==> src/rtl/calendar_ctrl.sv <==
`default_nettype none
// ============================================================================
// Module   : calendar_ctrl
// Purpose  : Day / month / year sequencer for the century clock. Advances the
//            date on the day-carry from the hour counter and offers a
//            button-driven set mode (day -> month -> year) for editing.
//            Optional century counter enabled by defining CAL_CENTURY_EN.
// Revision : 1.0 - initial release
// ============================================================================
module calendar_ctrl #(
   parameter int YEAR_MAX = 99,
   parameter int RST_YEAR = 0
) (
   input  logic       clk_1Hz,
   input  logic       rst,
   input  logic       inc_day,
   input  logic       btn_mode,
   input  logic       btn_up,
   output logic [5:0] out_day,
   output logic [5:0] out_mon,
   output logic [6:0] out_year,
   output logic [1:0] set_sel
`ifdef CAL_CENTURY_EN
   ,
   output logic [6:0] out_cent
`endif
);

   // State encoding doubles as the display blink select.
   typedef enum logic [1:0] {
      ST_RUN      = 2'd0,
      ST_SET_DAY  = 2'd1,
      ST_SET_MON  = 2'd2,
      ST_SET_YEAR = 2'd3
   } state_t;

   localparam logic [6:0] c_year_max = 7'(YEAR_MAX);
   localparam logic [6:0] c_rst_year = 7'(RST_YEAR);
   localparam logic [6:0] c_cent_max = 7'd99;

   state_t     state_q, state_d;
   logic [5:0] day_q,   day_d;
   logic [5:0] mon_q,   mon_d;
   logic [6:0] year_q,  year_d;
`ifdef CAL_CENTURY_EN
   logic [6:0] cent_q,  cent_d;
`endif

   logic       year0_leap;   // leap status of year 0 (century-dependent)
   logic [5:0] mlen;         // length of the current month
   logic [5:0] mlen_new;     // length of the month after an edit
   logic [5:0] mon_inc;      // month + 1 with 12 -> 1 wrap
   logic [6:0] year_inc;     // year + 1 with YEAR_MAX -> 0 wrap

   // Days in a month; year 0 leap status is supplied by the caller so the
   // century rule stays outside this helper.
   function automatic logic [5:0] month_len(input logic [5:0] mon,
                                            input logic [6:0] year,
                                            input logic       leap_at_0);
      logic leap;
      leap = (year == 7'd0) ? leap_at_0 : (year[1:0] == 2'b00);
      case (mon)
         6'd4, 6'd6, 6'd9, 6'd11: month_len = 6'd30;
         6'd2:                    month_len = leap ? 6'd29 : 6'd28;
         default:                 month_len = 6'd31;
      endcase
   endfunction

   // Year 0 is a century year: Gregorian rule when centuries are tracked,
   // otherwise it behaves like any other multiple of four.
`ifdef CAL_CENTURY_EN
   assign year0_leap = (cent_q[1:0] == 2'b00);
`else
   assign year0_leap = 1'b1;
`endif

   // Current month length and the wrapped increments of month and year.
   always_comb begin
      mlen     = month_len(mon_q, year_q, year0_leap);
      mon_inc  = (mon_q >= 6'd12) ? 6'd1 : mon_q + 6'd1;
      year_inc = (year_q >= c_year_max) ? 7'd0 : year_q + 7'd1;
   end

   // Next-state logic: btn_mode beats btn_up beats inc_day; losers are dropped.
   always_comb begin
      state_d  = state_q;
      day_d    = day_q;
      mon_d    = mon_q;
      year_d   = year_q;
      mlen_new = mlen;
`ifdef CAL_CENTURY_EN
      cent_d   = cent_q;
`endif
      if (btn_mode) begin
         case (state_q)
            ST_RUN:      state_d = ST_SET_DAY;
            ST_SET_DAY:  state_d = ST_SET_MON;
            ST_SET_MON:  state_d = ST_SET_YEAR;
            default:     state_d = ST_RUN;
         endcase
      end else begin
         case (state_q)
            ST_RUN: begin
               // btn_up has no field to edit in RUN, so it does not block the
               // day carry.
               if (inc_day) begin
                  if (day_q >= mlen) begin
                     day_d = 6'd1;
                     mon_d = mon_inc;
                     if (mon_q >= 6'd12) begin
                        year_d = year_inc;
`ifdef CAL_CENTURY_EN
                        if (year_q >= c_year_max) begin
                           cent_d = (cent_q >= c_cent_max) ? 7'd0 : cent_q + 7'd1;
                        end
`endif
                     end
                  end else begin
                     day_d = day_q + 6'd1;
                  end
               end
            end
            ST_SET_DAY: begin
               if (btn_up) begin
                  day_d = (day_q >= mlen) ? 6'd1 : day_q + 6'd1;
               end
            end
            ST_SET_MON: begin
               if (btn_up) begin
                  mon_d    = mon_inc;
                  mlen_new = month_len(mon_inc, year_q, year0_leap);
                  if (day_q > mlen_new) begin
                     day_d = mlen_new;
                  end
               end
            end
            ST_SET_YEAR: begin
               // Editing the year never moves the century.
               if (btn_up) begin
                  year_d   = year_inc;
                  mlen_new = month_len(mon_q, year_inc, year0_leap);
                  if (day_q > mlen_new) begin
                     day_d = mlen_new;
                  end
               end
            end
            default: ;
         endcase
      end
   end

   // Date and mode registers with synchronous reset.
   always_ff @(posedge clk_1Hz) begin
      if (rst) begin
         state_q <= ST_RUN;
         day_q   <= 6'd1;
         mon_q   <= 6'd1;
         year_q  <= c_rst_year;
`ifdef CAL_CENTURY_EN
         cent_q  <= 7'd0;
`endif
      end else begin
         state_q <= state_d;
         day_q   <= day_d;
         mon_q   <= mon_d;
         year_q  <= year_d;
`ifdef CAL_CENTURY_EN
         cent_q  <= cent_d;
`endif
      end
   end

   assign out_day  = day_q;
   assign out_mon  = mon_q;
   assign out_year = year_q;
   assign set_sel  = state_q;
`ifdef CAL_CENTURY_EN
   assign out_cent = cent_q;
`endif

endmodule
`default_nettype wire

==> config.mk <==
export PLATFORM = sky130hd
export DESIGN_NAME = calendar_ctrl
export DESIGN_NICKNAME = d
export VERILOG_FILES = /design/src/rtl/calendar_ctrl.sv
export SDC_FILE = /design/constraint.sdc
export NUM_CORES = 1
export LEC_CHECK = 0
export CAP_MARGIN = 25
export CORE_AREA = 10 10 79 81
export DETAILED_ROUTE_END_ITERATION = 8
export DIE_AREA = 0 0 89 91
export DONT_BUFFER_PORTS = 1
export PLACE_DENSITY = 0.46
export SLEW_MARGIN = 20
export SYNTH_ARGS = -nofsm -noshare
export SYNTH_HDL_FRONTEND = slang
export SYNTH_SLANG_ARGS = --single-unit
==> constraint.sdc <==
create_clock -name clk_1Hz -period 3.15 [get_ports clk_1Hz]
set_input_delay 0.7875 -clock clk_1Hz [delete_from_list [all_inputs] [get_ports clk_1Hz]]
set_output_delay 0.7875 -clock clk_1Hz [all_outputs]
set_load 0.02 [all_outputs]
Word-level counts from Yosys, hierarchy flattened:

Cells that the tools add are included.

* register bits: 21
* bits of input ports: 5
* output and inout port bits: 21
* word-level logic and storage cells: 79

* add/sub/neg operators: 3
* magnitude comparators: 5
* eq/ne operators: 21
* multiplexer cells: 33
* bitwise gates (word level): 1
* reduce and logical (&&, ||, !) cells: 12

Operator list (count)
* $mux W6: 17
* $mux W7: 5
* $eq A6 B3 Y1 const B: 4
* $eq A6 B4 Y1 const B: 4
* $pmux W6 S4: 1
* $ne A2 B2 Y1 const B: 8
* $logic_not A7 Y1: 2
* $pmux W7 S2: 1
* $add A6 B1 Y6 const B: 2
* $eq A6 B2 Y1 const B: 2
* $gt A6 B6 Y1: 2
* $pmux W2 S2: 3
* $pmux W6 S2: 1
* $reduce_or A4 Y1: 2
* $add A7 B1 Y7 const B: 1
* $ge A7 B7 Y1 const B: 1
* $reduce_and A7 Y1: 1
* $ge A6 B4 Y1 const B: 1
* $ge A6 B6 Y1: 1
* $logic_not A2 Y1: 3
* $pmux W2 S3: 1
* $reduce_and A6 Y1: 1
* $reduce_and A5 Y1: 1
* $eq A2 B2 Y1 const B: 2
* other kinds (4): 8

Depth between registers and ports, before layout:

* depth after elaboration: 13
* gate-level depth with buffers: 13
* gate-level depth less buffers: 13

Worst setup path after synthesis:

No wires, ideal clock.

* kind: reg-to-reg
* start: register mon_q[0], in the netlist out_mon[0]
* end: register year_q[4], in the netlist out_year[4]
* library setup time: 0.101 ns
* arrival time: 2.708 ns
* data required time: 3.049 ns
* slack: 0.341 ns
* cell stages (with the launch flop): 12
* path buffers: 0
* period minus slack after synthesis: 2.809 ns
* cells stage by stage: dfxtp_1 -> inv_1 -> ha_1 -> o31ai_1 -> a21o_1 -> o21a_1 -> ha_1 -> nand2b_1 -> a211oi_2 -> o31ai_2 -> a311o_1 -> o41ai_1

* cells in the longest elaborated chain, start to end: 6
* elaborated cells between the ends (all ways): 12
* classes of those cells: order compare: 2; eq/ne: 7; mux: 1; reduce/logical: 2

RTL lines
* from (decl): line 43 `logic [5:0] mon_q, mon_d;`
* from (signal assigned): line 165 `mon_q <= mon_d;`
* $eq A6 B3 Y1 or $eq A6 B4 Y1 (tied branches): line 62 `case (mon)`
* $reduce_or A4 Y1: line 62
* $pmux W2 S2: line 62
* $ge A6 B6 Y1: line 107 `if (day_q >= mlen) begin`
* $ne A2 B2 Y1 (no line)
* $reduce_and A6 Y1 (no line) (*)
* to (signal assigned): line 158 `year_q <= c_rst_year;`
* to (signal assigned): line 166 `year_q <= year_d;`
* to (decl): line 44 `logic [6:0] year_q, year_d;`

Mark *: on every way between the ends. The rest lies on a longest branch, timed or not.
A chain may end at the register's enable or synchronous reset.

Worst setup path after layout:

* start: register year_q[0], in the netlist out_year[0]
* end: register day_q[4], in the netlist out_day[4]

* cells in the longest elaborated chain, start to end: 12
* elaborated cells between the ends (all ways): 30
* classes of those cells: add/sub: 1; order compare: 4; eq/ne: 2; mux: 18; reduce/logical: 5

RTL lines
* $add A7 B1 Y7 or $ge A7 B7 Y1 (tied branches): line 81 `year_inc = (year_q >= c_year_max) ? 7'd0 : year_q + 7'd1;`
* $mux W7: line 81
* $logic_not A7 Y1 or $logic_not A2 Y1 (tied branches): line 61 `leap = (year == 7'd0) ? leap_at_0 : (year[1:0] == 2'b00);`
* $mux W1: line 61
* $mux W1: line 64 `6'd2: month_len = leap ? 6'd29 : 6'd28;`
* $pmux W2 S2: line 62
* $mux W6: line 139 `if (btn_up) begin`
* $mux W6: line 102 `case (state_q)`
* $mux W6: line 94 `if (btn_mode) begin`
* $gt A6 B6 Y1: line 142 `if (day_q > mlen_new) begin`
* $ne A2 B2 Y1 (no line)
* $reduce_and A7 Y1 (no line)
* to (signal assigned): line 164 `day_q <= day_d;`
* to (decl): line 42 `logic [5:0] day_q, day_d;`

Parallel ways exist; a longest one is shown, timed or not. The select of a mux whose other input is x is not followed.

==> metrics.md <==
| Metric | Value |
|---|---|
| Lkg Pwr | `approximately 0.74 nW` |
| WP data arrival | `just over 3 ns` |
| Top Ports | `26` |
| Die Ht | `between 90 and 100 µm` |
| Gr ovfl total | `0` |
| Hold-fix buffers, CTS | `0` |
| Top-area cell type share of the netlist area | `a little over a quarter` |
| Ys flop type | `dfxtp_1` |
| Layout cells sized above 1 | `11.2%` |
| Port bufs | `0` |
| Setup_tns | `0 ns` |
| Ys Warns | `0` |
| Clock Tree Buf Depth | `2` |
| Starting Density | `34.6%` |
| Sequential area share after synthesis | `26.0%` |
| Setup Skew | `0.00215 ns` |
| Post-DP HPWL | `roughly 3400 µm` |
| RR Endpoint | `out_day[4]` |
| Synth-to-Final Area Change | `11.2%` |
| Area leader, netlist | `dfxtp_1` |
| Synthesized cell area | `1610 µm²` |
| Core Footprint | `4660 µm²` |
| Initial antenna violation count | `0` |
| Crit-path cells | `ha_1, a211o_1, o311a_1, o31a_1, ha_1, nand2_1, o211ai_1, a221oi_4, nor2_1, a311oi_1` |
| Clock Tree Root | `clkbuf_8` |
| Final setup viols | `0` |
| Worst hold path type | `flip-flop to flip-flop` |
| Die width | `slightly below 90 µm` |
| CTS sink count | `21` |
| Pwr dens | `398 nW/µm²` |
| Share of flip-flops with an asynchronous set or reset | `0%` |
| Worst Path Buf+Inv | `0` |
| CTS clk-pin slew, worst paths | `0.08 ns` |
| Yosys cell types | `46` |
| CP startpoint | `out_year[0]` |
| CP Data Required Time | `3.32 ns` |
| R2R depth | `10` |
| Max layer used | `met4` |
| Worst R2R Start | `out_year[0]` |
| Hold wc startpoint | `out_year[0]` |
| CP peak stage delay | `between 0.4 and 0.5 ns` |
| Post-layout utilization of the core | `38.5%` |
| DRT iter0 DRCs | `86` |
| Peak VDD IR | `around 0.00026 V` |
| Syn Area/Cell | `8.15 µm²` |
| CP max stage cell | `a221oi_4` |
| Via count of the routed design | `1,489` |
| Post-synth EDFFs | `0` |
| CP top delay family | `compound AO/OA/AOI/OAI gates` |
| H-tree levels | `1` |
| Die area | `a little over 8000 µm²` |
| CTS Buf Count | `3` |
| Crit. End Element | `flip-flop` |
| Top post-synthesis cells by area | `dfxtp_1 (26%), ha_1 (13%), o21ai_0 (4.7%)` |
| Total GRT Usage | `10.9%` |
| Via density | `5.73` |
| Crit-path most repeated cell | `ha_1` |
| RSZ-0062 raised after global routing | `false` |
| Tcrit/Tclk final | `93.2%` |
| Mapped Nets | `220` |
| WL met1 | `1990 µm` |
| # diodes | `0` |
| Vias in the first global route | `roughly 1,500` |
| Post-route ant nets | `0` |
| Fmax | `341 MHz` |
| #FFs+latches synth | `21` |
| Largest net degree at the start of global routing | `28` |
| Slew @ Worst Pin | `roughly 0.6 ns` |
| Met3 WL post-DR | `241 µm` |
| WS Path Type | `flip-flop to flip-flop` |
| Hold Path Stages | `1` |
| Most frequent cells in the layout | `dfxtp_1 (20), nor2_1 (17), ha_1 (17)` |
| Final count of hold timing violations | `0` |
| Fin crit period | `2.94 ns` |
| Max-slew violations | `0` |
| Worst skew pair latency | `0.26 ns` |
| Row cnt | `25` |
| Worst slack, placed | `0.0823 ns` |
| DRC Markers | `0` |
| DRT Pass-1 Iters | `4` |
| Avg WL per Cell | `between 15 and 20 µm` |
| Setup WS post-layout | `0.214 ns` |
| First-pass GRT wire length | `approximately 7300 µm` |
| Final RePlAce weighted congestion | `0.811` |
| Outcome | `finished, final reports clean` |
| Met2 Routed Length | `2120 µm` |
| CP Launch Type | `flip-flop` |
| Most common cell after layout, fill and taps aside | `dfxtp_1` |
| Final wirelength | `4380 µm` |
| Final #Nets | `229` |
| Max-Cap Viols | `0` |
| WHS Endpoint | `out_year[0]` |
| CP max FO | `7` |
| CTS tree | `yes` |
| Slew HR | `59.0%` |
| Cells after Synth | `198` |
| Reg-to-reg slack, setup | `0.21 ns` |
## routing by layer
layer	track usage, %	up-vias
met2	17.3	21
met5	0	-
li1	-	758
met3	2.86	4
met4	2.92	0
met1	14.2	706
## what timing repair did
action,CTS,global route
buffers inserted,0,0
resized for setup,0,4
endpoints found under the setup margin,0,15
## worst register-to-register path: cells and delay by family (launching register included)
kind                       cells  cell delay [ns]
and+or+nand+nor                2             0.15
DFF                            1             0.36
AOI/OAI and AO/OA              6             1.80
adders and majority gates      2             0.54
## registers in the layout, summed over array words and instances (netlist names)
| signal | flops |
|---|---|
| out_year | 7 |
| out_day | 6 |
| out_mon | 6 |
| set_sel | 2 |
## cell families after synthesis
family                     count (synthesis)  share of synthesized area [%]
and+or+nand+nor                           71                           22.8
buffers and inverters                     19                           5.12
AOI/OAI and AO/OA                         65                           29.9
DFF                                       21                           26.0
xor gates and xnor gates                   2                           1.09
muxes                                      3                           1.86
adders and majority gates                 17                           13.2
## how the worst max path moves through the flow
stage	end	slack [ns]	cells past startpoint
6_report	out_day[4]	0.21	10
5_1_grt	out_day[0]	0.009	12
4_1_cts	out_year[2]	0.07	9
3_5_place_dp	out_year[2]	0.08	9
3_3_place_gp	out_day[0]	0.19	12
2_1_floorplan	out_year[4]	0.34	11
## synth_stat cells (all sizes together), types with 4 or more instances
master	count
a211o	5
a211oi	8
a21oi	6
a31oi	4
buf	4
dfxtp	21
ha	17
inv	12
nand2	13
nand3	5
nand4	6
nor2	17
nor2b	9
nor3	7
o211ai	4
o21a	4
o21ai	15
o31ai	4
## layout make-up
class | count | area (µm²)
fillers | 471 | 2870
multi-input cells | 158 | 1130
flip-flops and latches | 21 | 422
repair buffers | 11 | 82.6
well taps | 54 | 67.6
inverters | 12 | 45.0
clock buffers | 3 | 41.3
clock inverters | 1 | 5.00
## per-stage QoR
| stage | hold slack [ns] | area (µm²) | total power [mW] | std cells |
|---|---|---|---|---|
| 2_1_floorplan | 0.595 | 1610 | 0.478 | 198 |
| 3_3_place_gp | 0.529 | 1730 | 0.529 | 256 |
| 3_5_place_dp | 0.556 | 1730 | 0.535 | 256 |
| 4_1_cts | 0.563 | 1770 | 0.714 | 260 |
| 5_1_grt | 0.578 | 1800 | 0.761 | 260 |
| 6_report | 0.569 | 1800 | 0.715 | 260 |
## report_power, final
group / internal, mW / leakage (nW) / total, mW / switching, mW
registers: 0.280 / 0.170 / 0.321 / 0.0411
logic: 0.0899 / 0.541 / 0.213 / 0.123
clock network: 0.0882 / 0.0255 / 0.181 / 0.0931
total: 0.458 / 0.737 / 0.715 / 0.257
(Power assumes the default switching activity.)
